==> src/rtl/ps2_keycode_decoder_if.sv <==
// ps2_keycode_decoder_if: PS/2 pins and decoded key outputs of the keycode decoder
interface ps2_keycode_decoder_if;
  logic       ps2_clk;
  logic       ps2_data;
  logic [7:0] keycode0;
  logic [7:0] keycode1;
  logic [7:0] scan_code;
  logic       scan_valid;
  logic       frame_err;
  modport master (output ps2_clk, ps2_data, input keycode0, keycode1, scan_code, scan_valid, frame_err);
  modport slave (input ps2_clk, ps2_data, output keycode0, keycode1, scan_code, scan_valid, frame_err);
endinterface

==> src/rtl/ps2_keycode_decoder.sv <==
// ps2_keycode_decoder: PS/2 set-2 frame receiver tracking two held keys as HID codes
module ps2_keycode_decoder #(
  parameter int TIMEOUT_CYCLES = 10000
) (
  input logic clk_i,
  input logic rst_i,
  ps2_keycode_decoder_if.slave bus
);
  localparam int TW = $clog2(TIMEOUT_CYCLES + 1);
  typedef enum logic [1:0] {IDLE, DATA, PARITY, STOP} state_t;
  state_t st_q;
  logic clk_s1_q, clk_s2_q, clk_prev_q, dat_s1_q, dat_s2_q;
  logic [2:0] cnt_q;
  logic [TW-1:0] to_q;
  logic [7:0] sr_q, scan_q, kc0_q, kc1_q, kc0_d, kc1_d, hid;
  logic par_q, brk_q, ext_q, valid_q, err_q, fall, timeout;
  always_comb begin
    fall = clk_prev_q & ~clk_s2_q;
    timeout = st_q != IDLE && !fall && to_q == TW'(TIMEOUT_CYCLES);
    hid = ext_q ? (sr_q == 8'h6B ? 8'h50 : sr_q == 8'h74 ? 8'h4F : 8'h00)
                : (sr_q == 8'h1C ? 8'h04 : sr_q == 8'h23 ? 8'h07 : sr_q == 8'h1D ? 8'h1A :
                   sr_q == 8'h1B ? 8'h16 : sr_q == 8'h29 ? 8'h2C : sr_q == 8'h3B ? 8'h0D : 8'h00);
    kc0_d = kc0_q;
    kc1_d = kc1_q;
    if (hid != 8'h00 && !brk_q && hid != kc0_q && hid != kc1_q) begin
      kc0_d = kc0_q == 8'h00 ? hid : kc0_q;
      kc1_d = kc0_q != 8'h00 && kc1_q == 8'h00 ? hid : kc1_q;
    end else if (hid != 8'h00 && brk_q) begin
      // Releasing slot 0 pulls slot 1 down so the oldest held key stays first
      kc0_d = kc0_q == hid ? kc1_q : kc0_q;
      kc1_d = kc0_q == hid || kc1_q == hid ? 8'h00 : kc1_q;
    end
  end
  always_ff @(posedge clk_i) begin
    if (rst_i) begin
      st_q <= IDLE;
      {clk_s1_q, clk_s2_q, clk_prev_q, dat_s1_q, dat_s2_q} <= '1;
      cnt_q <= '0;
      to_q <= '0;
      sr_q <= '0;
      par_q <= 1'b0;
      scan_q <= '0;
      kc0_q <= '0;
      kc1_q <= '0;
      brk_q <= 1'b0;
      ext_q <= 1'b0;
      valid_q <= 1'b0;
      err_q <= 1'b0;
    end else begin
      {clk_s1_q, clk_s2_q, clk_prev_q} <= {bus.ps2_clk, clk_s1_q, clk_s2_q};
      {dat_s1_q, dat_s2_q} <= {bus.ps2_data, dat_s1_q};
      valid_q <= 1'b0;
      err_q <= 1'b0;
      to_q <= st_q == IDLE || fall ? '0 : to_q + TW'(1);
      if (timeout) begin
        st_q <= IDLE;
        err_q <= 1'b1;
        brk_q <= 1'b0;
        ext_q <= 1'b0;
      end else if (fall) begin
        case (st_q)
          IDLE: begin
            st_q <= dat_s2_q ? IDLE : DATA;
            cnt_q <= '0;
          end
          DATA: begin
            sr_q <= {dat_s2_q, sr_q[7:1]};
            cnt_q <= cnt_q + 3'd1;
            st_q <= cnt_q == 3'd7 ? PARITY : DATA;
          end
          PARITY: begin
            par_q <= dat_s2_q;
            st_q <= STOP;
          end
          default: begin
            st_q <= IDLE;
            if (dat_s2_q && ^{sr_q, par_q}) begin
              scan_q <= sr_q;
              valid_q <= 1'b1;
              if (sr_q == 8'hF0) brk_q <= 1'b1;
              else if (sr_q == 8'hE0) ext_q <= 1'b1;
              else begin
                kc0_q <= kc0_d;
                kc1_q <= kc1_d;
                brk_q <= 1'b0;
                ext_q <= 1'b0;
              end
            end else begin
              err_q <= 1'b1;
              brk_q <= 1'b0;
              ext_q <= 1'b0;
            end
          end
        endcase
      end
    end
  end
  assign bus.keycode0 = kc0_q;
  assign bus.keycode1 = kc1_q;
  assign bus.scan_code = scan_q;
  assign bus.scan_valid = valid_q;
  assign bus.frame_err = err_q;
endmodule
==> src/flat_wrapper.sv <==
// flat-port wrapper written by rule: the top's interface ports become plain ports
module ps2_keycode_decoder_flat 
#(
  parameter int TIMEOUT_CYCLES = 10000
)
  (clk_i, rst_i, bus_ps2_clk, bus_ps2_data, bus_keycode0, bus_keycode1, bus_scan_code, bus_scan_valid, bus_frame_err);
  ps2_keycode_decoder_if bus_i ();
  input logic clk_i;
  input logic rst_i;
  input wire logic [$bits(bus_i.ps2_clk)-1:0] bus_ps2_clk;
  input wire logic [$bits(bus_i.ps2_data)-1:0] bus_ps2_data;
  output wire logic [$bits(bus_i.keycode0)-1:0] bus_keycode0;
  output wire logic [$bits(bus_i.keycode1)-1:0] bus_keycode1;
  output wire logic [$bits(bus_i.scan_code)-1:0] bus_scan_code;
  output wire logic [$bits(bus_i.scan_valid)-1:0] bus_scan_valid;
  output wire logic [$bits(bus_i.frame_err)-1:0] bus_frame_err;
  assign bus_i.ps2_clk = bus_ps2_clk;
  assign bus_i.ps2_data = bus_ps2_data;
  assign bus_keycode0 = bus_i.keycode0;
  assign bus_keycode1 = bus_i.keycode1;
  assign bus_scan_code = bus_i.scan_code;
  assign bus_scan_valid = bus_i.scan_valid;
  assign bus_frame_err = bus_i.frame_err;
  ps2_keycode_decoder #(.TIMEOUT_CYCLES(TIMEOUT_CYCLES)) u_core (.clk_i(clk_i), .rst_i(rst_i), .bus(bus_i));
endmodule
==> config.mk <==
export PLATFORM = sky130hd
export DESIGN_NAME = ps2_keycode_decoder_flat
export DESIGN_NICKNAME = d
export VERILOG_FILES = /design/src/rtl/ps2_keycode_decoder_if.sv /design/src/rtl/ps2_keycode_decoder.sv /design/src/flat_wrapper.sv
export SDC_FILE = /design/constraint.sdc
export NUM_CORES = 1
export LEC_CHECK = 0
export ABC_AREA = 1
export CELL_PAD_IN_SITES_DETAIL_PLACEMENT = 1
export CELL_PAD_IN_SITES_GLOBAL_PLACEMENT = 2
export CORE_MARGIN = 3
export CORE_UTILIZATION = 32
export DETAILED_ROUTE_END_ITERATION = 10
export HOLD_SLACK_MARGIN = 0.02
export PLACE_DENSITY = 0.89
export REMOVE_ABC_BUFFERS = 1
export SETUP_SLACK_MARGIN = 0.5
export SYNTH_ARGS = -nofsm -noshare
export SYNTH_HDL_FRONTEND = slang
export SYNTH_SLANG_ARGS = --single-unit
export TNS_END_PERCENT = 50
==> constraint.sdc <==
create_clock -name clk_i -period 2.83 [get_ports clk_i]
set_input_delay 0.7075 -clock clk_i [delete_from_list [all_inputs] [get_ports clk_i]]
set_output_delay 0.7075 -clock clk_i [all_outputs]
set_load 0.1 [all_outputs]
; Word level (Yosys, flattened, before mapping)
; Index checks and enable logic that the tools add are counted.
[op_classes]
addsub = 2
n_eq_ne = 22
mux = 32
n_bitwise = 7
n_reduce_logical = 35
[ops]
columns = op, n
row1 = 2-to-1 mux 8 bit, 15
row2 = equality test 8 x 5 -> 1 bit (second input constant), 3
row3 = equality test 8 x 6 -> 1 bit (second input constant), 3
row4 = AND reduction 9 bit, 2
row5 = equality test 8 x 7 -> 1 bit (second input constant), 2
row6 = equality test 8 bit, 2
row7 = equality test 8 bit (second input constant), 2
row8 = logical NOT 8 bit, 2
row9 = != test 8 bit, 2
row10 = nonzero test 8 bit, 2
row11 = AND reduction 3 bit, 5
row12 = adder 14 x 1 -> 14 bit (second input constant), 1
row13 = equality test 14 bit (second input constant), 1
row14 = 2-to-1 mux 1 bit, 12
row15 = nonzero test 2 bit, 5
row16 = parity 9 bit, 1
row17 = logical AND 1 bit, 8
row18 = 2-to-1 mux 7 bit, 1
row19 = != test 2 bit (second input constant), 3
row20 = inverter 1 bit, 6
row21 = case mux 2 bit (3 select lines), 1
row22 = case mux 3 bit (2 select lines), 1
row23 = OR reduction 6 bit, 1
row24 = 2-to-1 mux 4 bit, 1
row25 = other kinds (13), 16
[totals]
reg_bits = 61
inputBits = 4
output_inout_bits = 26
wordCells = 115

; Depth between registers and ports, before layout
[depth]
ltp_word = 14
ltp_mapped = 19
mapped_depth_nobuf = 18

; Worst setup path after synthesis
; OpenSTA, ideal clock, no wires.
[synth_timing]
kind = register to register
startpoint = reg u_core.kc1_q[5] (netlist: u_core.bus.keycode1[5])
endpoint = reg u_core.kc0_q[3] (netlist: u_core.bus.keycode0[3])
setup_ns = 0.113
t_arrival_ns = 2.228
required_ns = 2.717
path_slack_ns = 0.489
stages_incl_launch_ff = 14
n_path_buf = 1
period_less_slack_ns = 2.341
path_cell_list = dfxtp_1 inv_1 xor2_1 nor2_1 nand2_1 nor2_1 nand3_2 nand2_2 a21oi_4 nand2_4 buf_6 nand2_1 nand2_1 nor2_1
[synth_between]
elab_chain_len = 4
word_cells_on_any_way = 7
cone_classes = 2 x eq/ne / 1 x mux / 4 x reduce/logical
[synth_lines]
columns = element, line_no
row1 = "start, declared", ps2_keycode_decoder.sv:15  ; logic [7:0] sr_q, scan_q, kc0_q, kc1_q, kc0_d, kc1_d, hid;
row2 = "start signal, assigned", ps2_keycode_decoder.sv:84  ; kc1_q <= kc1_d;
row3 = != test 8 bit (*), ps2_keycode_decoder.sv:25  ; if (hid != 8'h00 && !brk_q && hid != kc0_q && hid != kc1_q) begin
row4 = logical AND 1 bit (*), ps2_keycode_decoder.sv:25
row5 = != test 2 bit (no source line) / nonzero test 2 bit (equally long branches), n/a
row6 = AND reduction 9 bit (no source line), n/a
row7 = "end signal, assigned", ps2_keycode_decoder.sv:83  ; kc0_q <= kc0_d;
row8 = "end, declared", ps2_keycode_decoder.sv:15
; Every way passes the cells marked *; elsewhere a longest branch is shown, timed or not.
; A chain may end at the register's enable or synchronous reset.

; Final worst setup path
[layout_timing]
startpoint = reg u_core.sr_q[4]
endpoint = reg u_core.kc1_q[0] (netlist: u_core.bus.keycode1[0])
[layout_between]
elab_chain_len = 14
word_cells_on_any_way = 39
cone_classes = 15 x eq/ne / 11 x mux / 2 x bitwise / 11 x reduce/logical
[layout_lines]
columns = element, line_no
row1 = "start, declared", ps2_keycode_decoder.sv:15
row2 = "start signal, assigned", ps2_keycode_decoder.sv:67  ; sr_q <= {dat_s2_q, sr_q[7:1]};
row3 = equality test 8 x 6 -> 1 bit, ps2_keycode_decoder.sv:22  ; sr_q == 8'h1B ? 8'h16 : sr_q == 8'h29 ? 8'h2C : sr_q == 8'h3B ? 8'h0D : 8'h00);
row4 = 2-to-1 mux 4 bit, ps2_keycode_decoder.sv:22
row5 = 2-to-1 mux 8 bit (2 in series), ps2_keycode_decoder.sv:22
row6 = 2-to-1 mux 8 bit (3 in series), ps2_keycode_decoder.sv:21  ; : (sr_q == 8'h1C ? 8'h04 : sr_q == 8'h23 ? 8'h07 : sr_q == 8'h1D ? 8'h1A :
row7 = 2-to-1 mux 8 bit, ps2_keycode_decoder.sv:20  ; hid = ext_q ? (sr_q == 8'h6B ? 8'h50 : sr_q == 8'h74 ? 8'h4F : 8'h00)
row8 = nonzero test 8 bit, "ps2_keycode_decoder.sv:25, ps2_keycode_decoder.sv:28"
row9 = logical AND 1 bit (3 in series), ps2_keycode_decoder.sv:25
row10 = != test 2 bit (no source line) / nonzero test 2 bit (equally long branches), n/a
row11 = AND reduction 9 bit (no source line), n/a
; Several ways; a longest one is shown, not always the timed one. The select of a mux whose other input is x is not followed.

==> results.yml <==
pwr:
  power_switching_mw: 0.394
  p_comb_share_pct: 2.7
  seq_power_share_pct: 50.9
  switching_share_pct: 24.1
  power_mw: 1.63
  internal-power_mw: 1.24
  ir_worst_vdd_mv: 0.217
  p_clk_share_pct: 46.5
  p_leak_nw: 1.87
  power.density_nw_per_um2: 386
sta:
  tightest_slew_ns: 0.646
  tns_ns: 0
  fmax_mhz: 435
  setup_viol: 0
  hold_violations: 0
  fin_skew_ns: 0.0133
  fin_crit_sh_pct: 81.2
  whs_ns: 0.409
  rsz0062_at_grt: "true"
  finalCriticalPeriod_ns: 2.30
  slew_headroom_pct: 56.9
  drv_slew: 0
floorplanning:
  die-area_um2: 11400
  core_um2: 9860
  rows: 36
  io_pins: 30
  fp.dieH_um: 107
  initial_core_util_pct: 33.1
  fp.dieW_um: 107
clock_tree:
  cts_tree: "yes"
  clock-sinks: 59
  cts-root-buf: "clkbuf_8"
  clockBufferDepth: 2
  cts_inserted_buffers: 9
  clock_latency_ns: 0.36
  cts_max_level: 3
  clk_pin_slew_worst_paths_ns: 0.06
  cts_hold_buffers: 0
finish:
  area_growth_pct: 29.7
  n_antenna_cell: 0
  fillCellCount: 1249
  nNetsFinal: 547
  drive_gt1_share_pct: 29.1
  fin_util_pct: 42.9
critical_path:
  worst-path-buf-inv: 3
  cp.required_ns: 3.08
  worstSetupPathDepth: 17
  critPathArrivalTime_ns: 2.54
  worstPathMaxFanout: 5
  cpPeakStageDelay_ns: 0.39
  worstPathCellList: "inv_2 -> nand2_4 -> nor2_4 -> nand2_1 -> nand3_2 -> o21bai_4 -> nand2_2 -> nor2_2 -> nor2_4 -> nand3_4 -> nand2_4 -> a21oi_4 -> buf_4 -> buf_4 -> nand3_1 -> nand2_1 -> nor2_1"
  slowest_stage: "dfxtp_4"
  reg2regPathDepth: 17
  critPathTopFamily: "simple AND/OR/NAND/NOR gates"
  critPathKind: "flip-flop to flip-flop"
  startpoint_type: "flip-flop"
  cp-end-kind: "flip-flop"
logic_synthesis:
  syn_area_um2: 3260
  synth_top_family_by_area: "simple AND/OR/NAND/NOR gates"
  yosysWarnings: 0
  synth.top_cell.area_share_pct: 36.2
  async_flop_share_pct: 0
  synth_edf_count: 0
  synth_compound_area_share_pct: 12.6
  synthMuxAreaShare_pct: 0
  synth_cell_types: 36
  synth_ff_type: "dfxtp_1"
  synthSimpleGateAreaFrac_pct: 34.9
  synth_xor_area_share_pct: 2.15
  synth.area.top_cells: "dfxtp_1, nand2_1, inv_1"
  yosysSeqAreaShare_pct: 36.2
  yosys.area.top_type: "dfxtp_1"
  synthAdderAreaFrac_pct: 3.07
  syn_inst: 481
  syn_area_per_cell_um2: 6.78
  ys_ff_latch: 59
global_routing:
  grt_max_degree: 23
  grt_usage_pct: 16.0
  grt_pass1_vias: 3169
  gr-total-overflow: 0
  antenna_found_initial: 0
  grt_pass1_wl_mm: 14.7
placed_design:
  gp_congestion: 0.820
  numPortBuffers: 27
  dp_hpwl_mm: 6.52
route:
  vias: 3291
  first_pass_iters: 4
  drc: 0
  routedWlPerCell_um: 14.7
  drt_wl_total_mm: 9.88
  via_per_inst: 4.90
  drt_iter0_markers: 62
  ant_nets: 0
job:
  drv_cap: 0
worst_hold_path:
  hold_depth: 1
  hold_class: "flip-flop to flip-flop"
run_status:
  status: "finished, final reports clean"
## cell usage after synthesis, types with 4 or more instances
cell and count:
nand4_1 6, nor3_1 10, nand2_4 4, xor2_1 4
or2_2 4, a21oi_1 37, nand2_1 104, nand3_2 7
dfxtp_1 59, o21ai_0 28, nor2_1 56, nand2_2 12
nand3_1 30, nor2_2 5, inv_2 7, inv_1 61
xnor2_1 4, ha_1 8, buf_6 4
## per-layer routing
layer,wire (um),GRT usage [%]
met1,4430,19.3
met2,4970,28.0
met3,342,4.39
met4,140,4.02
met5,0,0
## cell families (layout without fill, tap and decap cells)
| group | Yosys count | in the layout |
|---|---|---|
| other | 1 | 2 |
| AO/OA/AOI/OAI | 76 | 76 |
| flip-flops | 59 | 59 |
| adder cells (fa/ha/maj) | 8 | 8 |
| buffers and inverters | 84 | 138 |
| AND/OR/NAND/NOR | 245 | 248 |
| XOR/XNOR | 8 | 8 |
## worst paths after layout
kind | startpoint | endpoint | slack (ns)
min reg2reg | u_core.dat_s1_q | u_core.dat_s2_q | 0.41
min | u_core.dat_s1_q | u_core.dat_s2_q | 0.41
max reg2reg | u_core.sr_q[4] | u_core.bus.keycode1[0] | 0.53
max | u_core.sr_q[4] | u_core.bus.keycode1[0] | 0.53
## layout by cell type, fill, tap and decap left out, drive strengths merged, types with 4 or more instances in the layout
master,n
a21oi,38
o21ai,31
clkinv,6
nor3,10
nand2,122
xnor2,4
ha,8
or2,4
dfxtp,59
xor2,4
nand4,6
clkbuf,10
nand3,38
nor2,62
buf,48
inv,67
## registers in the layout (all words and copies together), names as in the netlist, 2 cells and up
register and flops:
u_core.bus.keycode0 7, u_core.bus.keycode1 7, u_core.bus.scan_code 8, u_core.cnt_q 3, u_core.sr_q 8, u_core.st_q 2
u_core.to_q 14
## layout make-up
class	count	area, um2	share of cell area, %
Clock buffer	10	128	3.02
Inverter	72	288	6.80
Timing Repair Buffer	51	390	9.23
Clock inverter	5	55.1	1.30
Multi-Input combinational cell	342	2000	47.2
Tap cell	133	166	3.93
Sequential cell	59	1210	28.5
## power groups by stage
stage / Combinational, mW / Clock [mW] / Sequential [mW]
after global placement: 0.0420 / 0 / 0.855
after floorplan: 0.0280 / 0 / 0.854
final: 0.0435 / 0.759 / 0.830
after CTS: 0.0429 / 0.777 / 0.835
after detailed placement: 0.0430 / 0 / 0.855
after global routing: 0.0483 / 0.819 / 0.830
## timing repair
| action | CTS | global route |
|---|---|---|
| resized for setup | 10 | 74 |
| pin swaps | 1 | 28 |
| endpoints found under the setup margin | 14 | 14 |
| setup buffers | 0 | 20 |
| gates cloned | 0 | 3 |
## per-stage QoR
stage          cell area (um2)  cells  setup slack (ns)
2_1_floorplan             3180    470             0.489
3_3_place_gp              3590    634             0.321
3_5_place_dp              3590    634             0.251
4_1_cts                   3810    649             0.501
5_1_grt                   4230    672             0.387
6_report                  4230    672             0.533
No activity file was read; power rests on OpenSTA's default activity.
==> RTL edit, RTL diff (same flow settings) <==
`TIMEOUT_CYCLES` is set to 10000 in 2 places; all go to 5000.
--- a/src/rtl/ps2_keycode_decoder.sv
+++ b/src/rtl/ps2_keycode_decoder.sv
@@ -1,6 +1,6 @@
 // ps2_keycode_decoder: PS/2 set-2 frame receiver tracking two held keys as HID codes
 module ps2_keycode_decoder #(
-  parameter int TIMEOUT_CYCLES = 10000
+  parameter int TIMEOUT_CYCLES = 5000
 ) (
   input logic clk_i,
   input logic rst_i,
--- a/src/flat_wrapper.sv
+++ b/src/flat_wrapper.sv
@@ -1,7 +1,7 @@
 // flat-port wrapper written by rule: the top's interface ports become plain ports
 module ps2_keycode_decoder_flat 
 #(
-  parameter int TIMEOUT_CYCLES = 10000
+  parameter int TIMEOUT_CYCLES = 5000
 )
   (clk_i, rst_i, bus_ps2_clk, bus_ps2_data, bus_keycode0, bus_keycode1, bus_scan_code, bus_scan_valid, bus_frame_err);
   ps2_keycode_decoder_if bus_i ();
Formal check against the unedited RTL: same outputs for any inputs over 10 cycles, from zero or initial values and one cycle with rst_i high; that may be too few to reach the edited logic, so the function may still have changed.
==> RTL edit against the original RTL <==
- power is 3.6% lower
- global-route usage is 0.19 points lower
- design area is 4.3% higher
- cell count is 0.45% higher
- worst setup slack worse by 0.083 ns
- non-clock buffer count is 9 higher
- clock skew is 0.00099 ns lower
- area after synthesis is 2.3% lower
- sequential cell count is 1 lower
- via count is 0.12% lower
- routed wire length is 2.5% higher
- die area is 2.2% lower
- hold slack better by 0.0076 ns
- highest routed layer unchanged
==> RTL edit: results (changes against the original RTL) <==
peakVddDrop_uv: 262  # +21%
top_register: "u_core.to_q"
cts_max_path_buffers: 2  # unchanged
drtIter0Drc: 106  # +71%
clk_latency_ns: 0.35
clk_pin_slew_ns: 0.07
numCtsBuffers: 9  # unchanged
routed_wl_mm: 10.1  # +2.5%
synthArstFlopShare_pct: 0  # unchanged
crit_arrival_ns: 2.63  # +0.09 ns
synthToLayoutAreaGrowth_pct: 38.5
vias: 3287  # -0.12%
max_slew_margin_pct: 58.5  # +1.6 points
final_nets: 553  # +1.1%
hold_class: "reg2reg"
grt_use_total_pct: 15.8  # -0.19 points
place_inst: 630  # -0.63%
yosysSeqAreaShare_pct: 36.4  # +0.22 points
antenna_found_initial: 0  # unchanged
crit_start: "u_core.sr_q[6]"
htree_num_levels: 3  # unchanged
dp_slack_ns: 0.441  # +0.190 ns
skew_ns: 0.0123  # -0.000988 ns
path_max_fanout: 8  # +3
synth_flop_cell: "dfxtp_1"
synth_cell_types: 34  # -5.6%
gp_congestion: 0.812  # -0.94%
firstDrtPassIters: 4  # unchanged
root_buffer: "clkbuf_8"
status: "completed"
p_leak_nw: 2.04  # +8.7%
min_from: "u_core.clk_s1_q"
fillCellCount: 1232  # -1.4%
syn_avg_cell_area_sq_um: 6.64  # -2.1%
grt_pass1_vias: 3138  # -0.98%
hpwlAfterDp_mm: 6.27  # -4.0%
yosys-top-cells-area: "dfxtp_1 36%, nand2_1 12%, inv_1 8.1%"
ys_warn_count: 0  # unchanged
synth_common_cells: "104 x nand2_1, 69 x inv_1, 65 x nor2_1"
largest_reg_flops: 13  # -1
io_buffers: 27  # unchanged
drive_above_1_share_pct: 32.8  # +3.7 points
stdcell_count: 675  # +0.45%
n_antenna_cell: 0  # unchanged
grt_max_degree: 22  # -4.3%
placed_cell_area_sq_mm: 0.00352  # -2.0%
grt_pass1_wl_mm: 14.4  # -1.8%
[RTL edit: kinds of logic (layout without fill, tap and decap cells)]
logic type,Yosys count,after routing,synth area share (%)
compound gates,75,75,12.8
flops,58,58,36.4
simple gates,242,244,33.4
other cells,1,2,0.118
buf+inv,87,150,11.6
xor+xnor,9,9,2.47
fa+ha+maj,8,8,3.14
[RTL edit: final cells by class]
cell class	count	share of cell area, %
Sequential cell	58	27.0
Tap cell	129	3.66
Clock buffer	11	3.20
Clock inverter	5	0.907
Multi-Input combinational cell	338	47.0
Timing Repair Buffer	60	11.6
Inverter	74	6.66
[RTL edit: report_power, final]
group          total, mW  switching [mW]  leakage (nW)  internal (mW)
combinational     0.0435          0.0311          1.48         0.0124
clock              0.715           0.371        0.0818          0.344
sequential         0.815         0.00245         0.475          0.813
total               1.57           0.404          2.04           1.17
[RTL edit: critical path: stages (launching register included)]
cell     delay (ns)
dfxtp_4        0.37
inv_4          0.08
nand2_4        0.07
nor2_4         0.13
buf_6          0.15
nand3_4        0.09
nand2_1        0.10
nand2_1        0.07
inv_1          0.09
nand2_2        0.07
nor2_4         0.11
nand2_2        0.06
nor2_2         0.12
nand2_2        0.10
nand2_4        0.13
nor2_4         0.06
buf_6          0.14
nand2_2        0.07
o21ai_1        0.08
nor2_1         0.12
nor2_1         0.05
[RTL edit: what timing repair did]
item,CTS,global route
pin swaps,1,39
gates cloned,0,2
endpoints found under the hold margin,0,0
setup endpoints to repair,21,22
resized for setup,14,116
setup buffers,3,24
[RTL edit: layer usage]
layer	global-route usage, %	routed length, microns
met4	6.38	342
met2	27.3	5180
met5	0	0
met3	3.00	253
met1	19.1	4350
[RTL edit: path summary, 6_finish.rpt]
kind | end | slack (ns) | cells past startpoint
setup / recovery | u_core.bus.keycode0[2] | 0.45 | 20
hold / removal | u_core.clk_s2_q | 0.42 | 1
setup reg to reg | u_core.bus.keycode0[2] | 0.45 | 20
hold reg to reg | u_core.clk_s2_q | 0.42 | 1
